===== src/rtl/vga_pkg.sv =====
// vga_pkg: shared timing constants and types for the VGA raster controller.
//   - DEF_* constants: 640x480 @ 60 Hz default timing (pixels / lines).
//   - H_TOTAL / V_TOTAL and *_START / *_LAST: derived 10-bit phase boundaries.
//   - phase_t: which part of a line/frame a counter value falls in.
//   - ctrl_state_t: controller FSM states.
//   - phase_of(): maps a counter value onto its phase given the boundaries.
package vga_pkg;

  localparam int DEF_H_ACTIVE = 640;
  localparam int DEF_H_FP     = 16;
  localparam int DEF_H_SYNC   = 96;
  localparam int DEF_H_BP     = 48;
  localparam int DEF_V_ACTIVE = 480;
  localparam int DEF_V_FP     = 10;
  localparam int DEF_V_SYNC   = 2;
  localparam int DEF_V_BP     = 33;
  localparam int DEF_CLK_DIV  = 2;

  localparam int H_TOTAL = DEF_H_ACTIVE + DEF_H_FP + DEF_H_SYNC + DEF_H_BP;
  localparam int V_TOTAL = DEF_V_ACTIVE + DEF_V_FP + DEF_V_SYNC + DEF_V_BP;

  localparam logic [9:0] H_FP_START   = 10'(DEF_H_ACTIVE);
  localparam logic [9:0] H_SYNC_START = 10'(DEF_H_ACTIVE + DEF_H_FP);
  localparam logic [9:0] H_BP_START   = 10'(DEF_H_ACTIVE + DEF_H_FP + DEF_H_SYNC);
  localparam logic [9:0] H_LAST       = 10'(H_TOTAL - 1);
  localparam logic [9:0] V_FP_START   = 10'(DEF_V_ACTIVE);
  localparam logic [9:0] V_SYNC_START = 10'(DEF_V_ACTIVE + DEF_V_FP);
  localparam logic [9:0] V_BP_START   = 10'(DEF_V_ACTIVE + DEF_V_FP + DEF_V_SYNC);
  localparam logic [9:0] V_LAST       = 10'(V_TOTAL - 1);

  typedef enum logic [1:0] {
    PH_ACTIVE = 2'd0,
    PH_FP     = 2'd1,
    PH_SYNC   = 2'd2,
    PH_BP     = 2'd3
  } phase_t;

  typedef enum logic {
    ST_IDLE = 1'b0,
    ST_SCAN = 1'b1
  } ctrl_state_t;

  // Phase of a counter value; boundaries are the first value of FP, SYNC and BP.
  function automatic phase_t phase_of(input logic [9:0] cnt,
                                      input logic [9:0] fp_start,
                                      input logic [9:0] sync_start,
                                      input logic [9:0] bp_start);
    phase_t ph;
    if (cnt < fp_start) begin
      ph = PH_ACTIVE;
    end else if (cnt < sync_start) begin
      ph = PH_FP;
    end else if (cnt < bp_start) begin
      ph = PH_SYNC;
    end else begin
      ph = PH_BP;
    end
    return ph;
  endfunction

endpackage


===== src/rtl/vga_axis_counter.sv =====
// vga_axis_counter: one raster axis (horizontal or vertical) position counter.
//   clk, rst_n : clock, synchronous active-low reset
//   inc        : advance by one position (wraps after the back porch)
//   clr        : force the count to 0 (has priority over inc)
//   cnt        : current position (registered)
//   phase      : phase of the position the counter holds after this clk edge,
//                so the top can register its decoded outputs in step with cnt
//   wrap       : inc asserted while sitting on the last position
module vga_axis_counter
  import vga_pkg::*;
#(
  parameter int ACTIVE = DEF_H_ACTIVE,
  parameter int FP     = DEF_H_FP,
  parameter int SYNC   = DEF_H_SYNC,
  parameter int BP     = DEF_H_BP
) (
  input  logic       clk,
  input  logic       rst_n,
  input  logic       inc,
  input  logic       clr,
  output logic [9:0] cnt,
  output phase_t     phase,
  output logic       wrap
);

  localparam int         TOTAL      = ACTIVE + FP + SYNC + BP;
  localparam logic [9:0] FP_START   = 10'(ACTIVE);
  localparam logic [9:0] SYNC_START = 10'(ACTIVE + FP);
  localparam logic [9:0] BP_START   = 10'(ACTIVE + FP + SYNC);
  localparam logic [9:0] LAST       = 10'(TOTAL - 1);

  logic [9:0] cnt_r;
  logic [9:0] cnt_nxt_s;

  // Next position: clear, wrap at the last position, or step by one.
  always_comb begin
    cnt_nxt_s = cnt_r;
    if (clr) begin
      cnt_nxt_s = 10'd0;
    end else if (inc) begin
      if (cnt_r == LAST) begin
        cnt_nxt_s = 10'd0;
      end else begin
        cnt_nxt_s = cnt_r + 10'd1;
      end
    end else begin
      cnt_nxt_s = cnt_r;
    end
  end

  // Position register.
  always_ff @(posedge clk) begin
    if (!rst_n) begin
      cnt_r <= 10'd0;
    end else begin
      cnt_r <= cnt_nxt_s;
    end
  end

  assign cnt   = cnt_r;
  assign phase = phase_of(cnt_nxt_s, FP_START, SYNC_START, BP_START);
  assign wrap  = inc && (cnt_r == LAST);

endmodule


===== src/rtl/vga_ctrl_chk.sv =====
// vga_ctrl_chk: property checks for vga_ctrl (no logic, observation only).
//   clk, rst_n      : clock and synchronous active-low reset of the controller
//   frame_start,x,y : controller outputs observed by the frame-origin property
module vga_ctrl_chk #(
  parameter int H_TOTAL = 800,
  parameter int V_TOTAL = 525,
  parameter int CLK_DIV = 2
) (
  input logic       clk,
  input logic       rst_n,
  input logic       frame_start,
  input logic [9:0] x,
  input logic [9:0] y
);

  // Raster totals must fit the 10-bit axis counters.
  a_h_total: assert property (@(posedge clk) H_TOTAL <= 1024);
  a_v_total: assert property (@(posedge clk) V_TOTAL <= 1024);

  // The pixel divider needs an even ratio so vga_clk has a 50% duty cycle.
  a_clk_div: assert property (@(posedge clk) (CLK_DIV >= 2) && ((CLK_DIV % 2) == 0));

  // A frame strobe always marks the raster origin.
  a_frame_origin: assert property (@(posedge clk) disable iff (!rst_n)
    frame_start |-> ((x == 10'd0) && (y == 10'd0)));

endmodule


===== src/rtl/vga_ctrl.sv =====
// vga_ctrl: 640x480 @ 60 Hz raster timing controller (timing is parameterised).
//   clk, rst_n  : system clock, synchronous active-low reset
//   en          : scan enable; low returns the controller to idle at once
//   vga_clk     : pixel clock to the DAC, rising mid-pixel
//   hsync/vsync : active-low syncs
//   sync_b      : composite sync to the DAC, tied low
//   blank_b     : high only inside the visible area
//   x, y        : raster position (valid during blanking too)
//   frame_start : one-clk pulse when the position becomes (0,0)
//   line_start  : one-clk pulse when a visible line begins
module vga_ctrl
  import vga_pkg::*;
#(
  parameter int H_ACTIVE = DEF_H_ACTIVE,
  parameter int H_FP     = DEF_H_FP,
  parameter int H_SYNC   = DEF_H_SYNC,
  parameter int H_BP     = DEF_H_BP,
  parameter int V_ACTIVE = DEF_V_ACTIVE,
  parameter int V_FP     = DEF_V_FP,
  parameter int V_SYNC   = DEF_V_SYNC,
  parameter int V_BP     = DEF_V_BP,
  parameter int CLK_DIV  = DEF_CLK_DIV
) (
  input  logic       clk,
  input  logic       rst_n,
  input  logic       en,
  output logic       vga_clk,
  output logic       hsync,
  output logic       vsync,
  output logic       sync_b,
  output logic       blank_b,
  output logic [9:0] x,
  output logic [9:0] y,
  output logic       frame_start,
  output logic       line_start
);

  localparam int               LINE_LEN  = H_ACTIVE + H_FP + H_SYNC + H_BP;
  localparam int               FRAME_LEN = V_ACTIVE + V_FP + V_SYNC + V_BP;
  localparam int               DIV_W     = $clog2(CLK_DIV);
  localparam logic [DIV_W-1:0] DIV_LAST  = DIV_W'(CLK_DIV - 1);
  localparam logic [DIV_W-1:0] DIV_HALF  = DIV_W'(CLK_DIV / 2);

  logic [DIV_W-1:0] div_cnt_r;
  logic [DIV_W-1:0] div_nxt_s;
  logic             tick_s;
  logic             vga_clk_r;

  ctrl_state_t      state_r;
  ctrl_state_t      state_nxt_s;
  logic             start_s;
  logic             advance_s;
  logic             clr_s;

  logic [9:0]       h_cnt_s;
  logic [9:0]       v_cnt_s;
  phase_t           h_phase_s;
  phase_t           v_phase_s;
  logic             h_wrap_s;
  logic             v_wrap_s;

  logic             hsync_r;
  logic             vsync_r;
  logic             blank_r;
  logic             frame_start_r;
  logic             line_start_r;

  assign tick_s    = (div_cnt_r == DIV_LAST);
  assign div_nxt_s = tick_s ? {DIV_W{1'b0}} : (div_cnt_r + DIV_W'(1));

  // Pixel divider; vga_clk is derived from the next count so it stays in phase with div_cnt.
  always_ff @(posedge clk) begin
    if (!rst_n) begin
      div_cnt_r <= {DIV_W{1'b0}};
      vga_clk_r <= 1'b0;
    end else begin
      div_cnt_r <= div_nxt_s;
      vga_clk_r <= (div_nxt_s >= DIV_HALF);
    end
  end

  // Controller state register.
  always_ff @(posedge clk) begin
    if (!rst_n) begin
      state_r <= ST_IDLE;
    end else begin
      state_r <= state_nxt_s;
    end
  end

  // Next state: scanning starts on a pixel tick; dropping en stops it on any clk.
  always_comb begin
    state_nxt_s = state_r;
    start_s     = 1'b0;
    case (state_r)
      ST_IDLE: begin
        if (tick_s && en) begin
          state_nxt_s = ST_SCAN;
          start_s     = 1'b1;
        end else begin
          state_nxt_s = ST_IDLE;
        end
      end
      ST_SCAN: begin
        if (en) begin
          state_nxt_s = ST_SCAN;
        end else begin
          state_nxt_s = ST_IDLE;
        end
      end
      default: begin
        state_nxt_s = ST_IDLE;
      end
    endcase
  end

  // Counters only advance while scanning continues; a start holds them at the origin.
  assign advance_s = (state_r == ST_SCAN) && en && tick_s;
  assign clr_s     = (state_r != ST_SCAN) || (state_nxt_s != ST_SCAN);

  vga_axis_counter #(
    .ACTIVE (H_ACTIVE),
    .FP     (H_FP),
    .SYNC   (H_SYNC),
    .BP     (H_BP)
  ) u_hcnt (
    .clk   (clk),
    .rst_n (rst_n),
    .inc   (advance_s),
    .clr   (clr_s),
    .cnt   (h_cnt_s),
    .phase (h_phase_s),
    .wrap  (h_wrap_s)
  );

  vga_axis_counter #(
    .ACTIVE (V_ACTIVE),
    .FP     (V_FP),
    .SYNC   (V_SYNC),
    .BP     (V_BP)
  ) u_vcnt (
    .clk   (clk),
    .rst_n (rst_n),
    .inc   (h_wrap_s),
    .clr   (clr_s),
    .cnt   (v_cnt_s),
    .phase (v_phase_s),
    .wrap  (v_wrap_s)
  );

  // Decoded outputs and strobes, registered on the same edge as the counters.
  always_ff @(posedge clk) begin
    if (!rst_n) begin
      hsync_r       <= 1'b1;
      vsync_r       <= 1'b1;
      blank_r       <= 1'b0;
      frame_start_r <= 1'b0;
      line_start_r  <= 1'b0;
    end else begin
      hsync_r       <= !((state_nxt_s == ST_SCAN) && (h_phase_s == PH_SYNC));
      vsync_r       <= !((state_nxt_s == ST_SCAN) && (v_phase_s == PH_SYNC));
      blank_r       <= (state_nxt_s == ST_SCAN) && (h_phase_s == PH_ACTIVE)
                       && (v_phase_s == PH_ACTIVE);
      frame_start_r <= start_s || (advance_s && h_wrap_s && v_wrap_s);
      line_start_r  <= start_s || (advance_s && h_wrap_s && (v_phase_s == PH_ACTIVE));
    end
  end

  assign vga_clk     = vga_clk_r;
  assign hsync       = hsync_r;
  assign vsync       = vsync_r;
  assign sync_b      = 1'b0;
  assign blank_b     = blank_r;
  assign x           = h_cnt_s;
  assign y           = v_cnt_s;
  assign frame_start = frame_start_r;
  assign line_start  = line_start_r;

  vga_ctrl_chk #(
    .H_TOTAL (LINE_LEN),
    .V_TOTAL (FRAME_LEN),
    .CLK_DIV (CLK_DIV)
  ) u_chk (
    .clk         (clk),
    .rst_n       (rst_n),
    .frame_start (frame_start_r),
    .x           (h_cnt_s),
    .y           (v_cnt_s)
  );

endmodule


===== config.mk =====
export PLATFORM = sky130hd
export DESIGN_NAME = vga_ctrl
export DESIGN_NICKNAME = d
export VERILOG_FILES = /design/src/rtl/vga_pkg.sv /design/src/rtl/vga_axis_counter.sv /design/src/rtl/vga_ctrl_chk.sv /design/src/rtl/vga_ctrl.sv
export SDC_FILE = /design/constraint.sdc
export NUM_CORES = 1
export LEC_CHECK = 0
export BUFFER_PORTS_ARGS = -buffer_cell sky130_fd_sc_hd__buf_2
export CORE_AREA = 2 2 77 64
export CTS_CLUSTER_DIAMETER = 120
export CTS_CLUSTER_SIZE = 10
export DETAILED_ROUTE_END_ITERATION = 16
export DIE_AREA = 0 0 79 66
export GPL_TIMING_DRIVEN = 0
export PLACE_DENSITY = 0.65
export SYNTH_ARGS = -nofsm -noshare
export SYNTH_HDL_FRONTEND = slang
export SYNTH_HIERARCHICAL = 1
export SYNTH_SLANG_ARGS = --single-unit

===== constraint.sdc =====
create_clock -name clk -period 2.5 [get_ports clk]
set_input_delay 0.25 -clock clk [delete_from_list [all_inputs] [get_ports clk]]
set_output_delay 0.25 -clock clk [all_outputs]
set_load 0.03 [all_outputs]

==> run_results.csv <==
group,metric,value,unit
outcome,status,"finished, violations left",
outcome,violations,"negative setup slack",
place,dpl.cell_count,272,
worst_setup_path,r2r_slack,-0.02,ns
layout,drive_gt1_frac,0.430,
detailed_routing,antenna_left,0,
detailed_routing,firstDrtPassIters,4,
worst_setup_path,slowest_delay,0.39,ns
clock_tree,htreeDepth,1,
sta,period_needed,2.52,ns
floorplanning,die_w,79,um
clock_tree,cts_root_buffer,"clkbuf_8",
grt,grt_pass1_vias,1281,
detailed_routing,met3_wirelength,168,um
power,internal-power,553,uW
synthesis,synth_top_area_share,0.320,
detailed_routing,wl_met1,1980,um
worst_setup_path,crit_top_cell,"buf_6",
clock_tree,clk_pin_slew,0.09,ns
grt,track_usage,0.152,
worst_setup_path,start_kind,"register",
worst_setup_path,path_cells,"nor4b_4 > nor3b_4 > buf_6 > nand4_4 > buf_6 > nor2_1 > mux2i_1 > o221ai_1 > o21ai_2 > or3b_1 > a21oi_2",
grt,grt_max_degree,15,
synthesis,syn_nets,190,
synthesis,postSynthAreaPerCell,9.18,um2
grt,overflow,0,
worst_setup_path,critPathLaunch,"u_hcnt/cnt[7]",
worst_setup_path,cp-end-kind,"register",
worst_setup_path,r2r_start,"u_hcnt/cnt[7]",
layout,design_area,2200,um2
floorplanning,rows,22,
hold_path,hp-class,"in -> reg",
sta,finalHoldViolCount,0,
detailed_routing,vias,1493,
floorplanning,die_area,5210,um2
sta,fmax,397,MHz
place,globalplace.congestion,0.804,
detailed_routing,wl_per_cell,12.8,um
worst_setup_path,critPathKind,"reg -> reg",
power,p_sw,154,uW
place,port_buffers,28,
floorplanning,coreArea,4460,um2
power,power.static_leakage,0.895,nW
layout,layoutNonFillerInstCount,295,
clock_tree,clk_latency,0.27,ns
synthesis,postSynthCellCount,184,
worst_setup_path,crit_arrival,2.73,ns
clock_tree,clock_path_buffers,2,
synthesis,syn_area,1690,um2
power,seq_power_share,0.611,
power,comb_power_share,0.039,
layout,diodes,0,
layout,syn2layout_area_growth,30.0,%
clock_tree,hold_buffers,0,
sta,setup_viol,2,
synthesis,synth_edf_count,0,
clock_tree,clock_sinks,27,
worst_setup_path,slowest_stage,"or3b_1",
worst_setup_path,crit_fanout,6,
power,ir_drop,267,uV
grt,grt_pass1_wl,6260,um
power,p_per_area,322,nW/um2
synthesis,ys_types,58,
synthesis,synth.top_cells.by_area,"dfxtp_1, nor2_1, xor2_1",
sta,fin_skew,0.00542,ns
detailed_routing,drt-vias-per-instance,5.06,
sta,drv_slew,0,
job,maxCapViolCount,0,
place,postPlaceCellArea,1940,um2
clock_tree,tritoncts,"yes",
detailed_routing,highest_layer,"met4",
synthesis,yosysWarnings,6,
sta,final.setup.tns,-0.0243,ns
synthesis,ys_seq_area_frac,0.320,
synthesis,ys_ff_latch,27,
detailed_routing,dr_wl_met2,1610,um
detailed_routing,wl,3770,um
layout,layout.nets,242,
sta,rsz0062_at_grt,"yes",
clock_tree,cts_buffers,3,
place,hpwl,2590,um
sta,timing.final.ws_setup,-0.0211,ns
detailed_routing,drc_errors,0,
floorplanning,die_h,66,um
synthesis,yosys.area.top_type,"dfxtp_1",
floorplanning,initial_core_util,0.379,
power,clockPowerShare,0.350,
worst_setup_path,crit_required,2.71,ns
synthesis,async_reset_ff_frac,0,
hold_path,min_from,"rst_n",
floorplanning,io_pins,30,
sta,fin_crit_sh,1.01,
power,p_sw_frac,0.217,
synthesis,ys.flop_type,"dfxtp_1",
detailed_routing,drt_iter0_drc,112,
grt,antenna_found_initial,0,
## synth_stat cells, types with 2 or more instances
library cell,instances
buf_4,3
nand3_2,3
nand3b_1,2
xnor2_1,8
nand2_1,14
nand4_1,5
xor2_1,9
nand3_1,7
nand4_4,2
nor2b_1,4
nor4_4,2
and3_1,4
a31o_1,2
inv_1,4
ha_1,3
a21oi_1,4
dfxtp_1,27
nor3_1,5
buf_2,4
nor2_1,21
o21ai_0,3
mux2i_1,4
buf_6,4
nand2b_1,3
a2bb2oi_1,2
nor2_2,2
o31ai_1,2
## stage by stage
| stage | util | worst slack (ns) | power [mW] | hold WS [ns] |
|---|---|---|---|---|
| after floorplan | - | -0.00357 | 0.462 | 0.377 |
| final | 0.492 | -0.0211 | 0.707 | 0.281 |
| after CTS | 0.462 | 0.00367 | 0.724 | 0.278 |
| after global placement | 0.435 | -0.287 | 0.471 | 0.426 |
| after global routing | 0.492 | -0.242 | 0.739 | 0.292 |
| after detailed placement | 0.435 | -0.233 | 0.471 | 0.433 |
## timing repair
item / CTS / global route
pin swaps: 6 / 8
endpoints found under the setup margin: 3 / 3
buffers inserted: 8 / 13
resized for setup: 10 / 11
## critical path, delay by kind of cell (launching register included)
family | cells | cell delay [ns]
multiplexers | 1 | 0.08
buffers and inverters | 2 | 0.32
AO/OA/AOI/OAI | 3 | 0.47
flip-flops | 1 | 0.38
AND/OR/NAND/NOR | 5 | 1.21
## per-layer routing
metal | vias up | GRT usage
li1 | 758 | -
met1 | 707 | 0.221
met2 | 26 | 0.228
met3 | 2 | 0.0396
met4 | 0 | 0.0259
met5 | - | 0
## cells in the final DEF (no fill, tap or decap), types with 5 or more instances in the layout
| cell | count |
|---|---|
| xor2_1 | 7 |
| buf_2 | 30 |
| nor3_1 | 5 |
| xnor2_1 | 8 |
| buf_6 | 5 |
| nor2_1 | 21 |
| dfxtp_2 | 7 |
| nand4_1 | 5 |
| nand2_1 | 12 |
| buf_4 | 23 |
| nand3_1 | 7 |
| dfxtp_1 | 16 |
## logic make-up (layout without fill, tap and decap cells)
logic type / count (synthesis) / count (layout) / share of synthesized area
multiplexers: 4 / 4 / 0.0237
adder cells (fa/ha/maj): 3 / 3 / 0.0222
flip-flops: 27 / 27 / 0.320
buffers and inverters: 15 / 66 / 0.0607
AO/OA/AOI/OAI: 26 / 26 / 0.113
XOR/XNOR: 18 / 18 / 0.0978
AND/OR/NAND/NOR: 90 / 90 / 0.360
other: 1 / 1 / 0.00222
## registers in the layout, indices dropped and copies added, names as in the netlist
| register | flops |
|---|---|
| state_r | 1 |
| vsync | 1 |
| frame_start | 1 |
| line_start | 1 |
| blank_b | 1 |
| hsync | 1 |
| u_hcnt/cnt | 10 |
| div_cnt_r | 1 |
| u_vcnt/cnt | 10 |
## power by group through the flow
| stage | sequential, mW | clock [mW] | combinational (mW) |
|---|---|---|---|
| after floorplan | 0.452 | 0 | 0.0104 |
| after global placement | 0.446 | 0 | 0.0248 |
| after detailed placement | 0.446 | 0 | 0.0248 |
| after CTS | 0.436 | 0.261 | 0.0271 |
| after global routing | 0.433 | 0.276 | 0.0303 |
| final | 0.432 | 0.247 | 0.0274 |
## area by class of cell
type / instances / area (um2)
inverter: 4 / 15.0
timing repair buffer: 49 / 302
tap: 60 / 75.1
fill: 437 / 2260
multi-input combinational: 142 / 1120
buffer: 9 / 77.6
clock buffer: 4 / 45.0
sequential: 27 / 564
## final timing paths
path                     end  cells past startpoint
setup / recovery  line_start                     11
hold / removal     div_cnt_r                      2
setup reg to reg  line_start                     11
hold reg to reg    div_cnt_r                      1
Note: power is estimated with default switching activity, not from simulation.
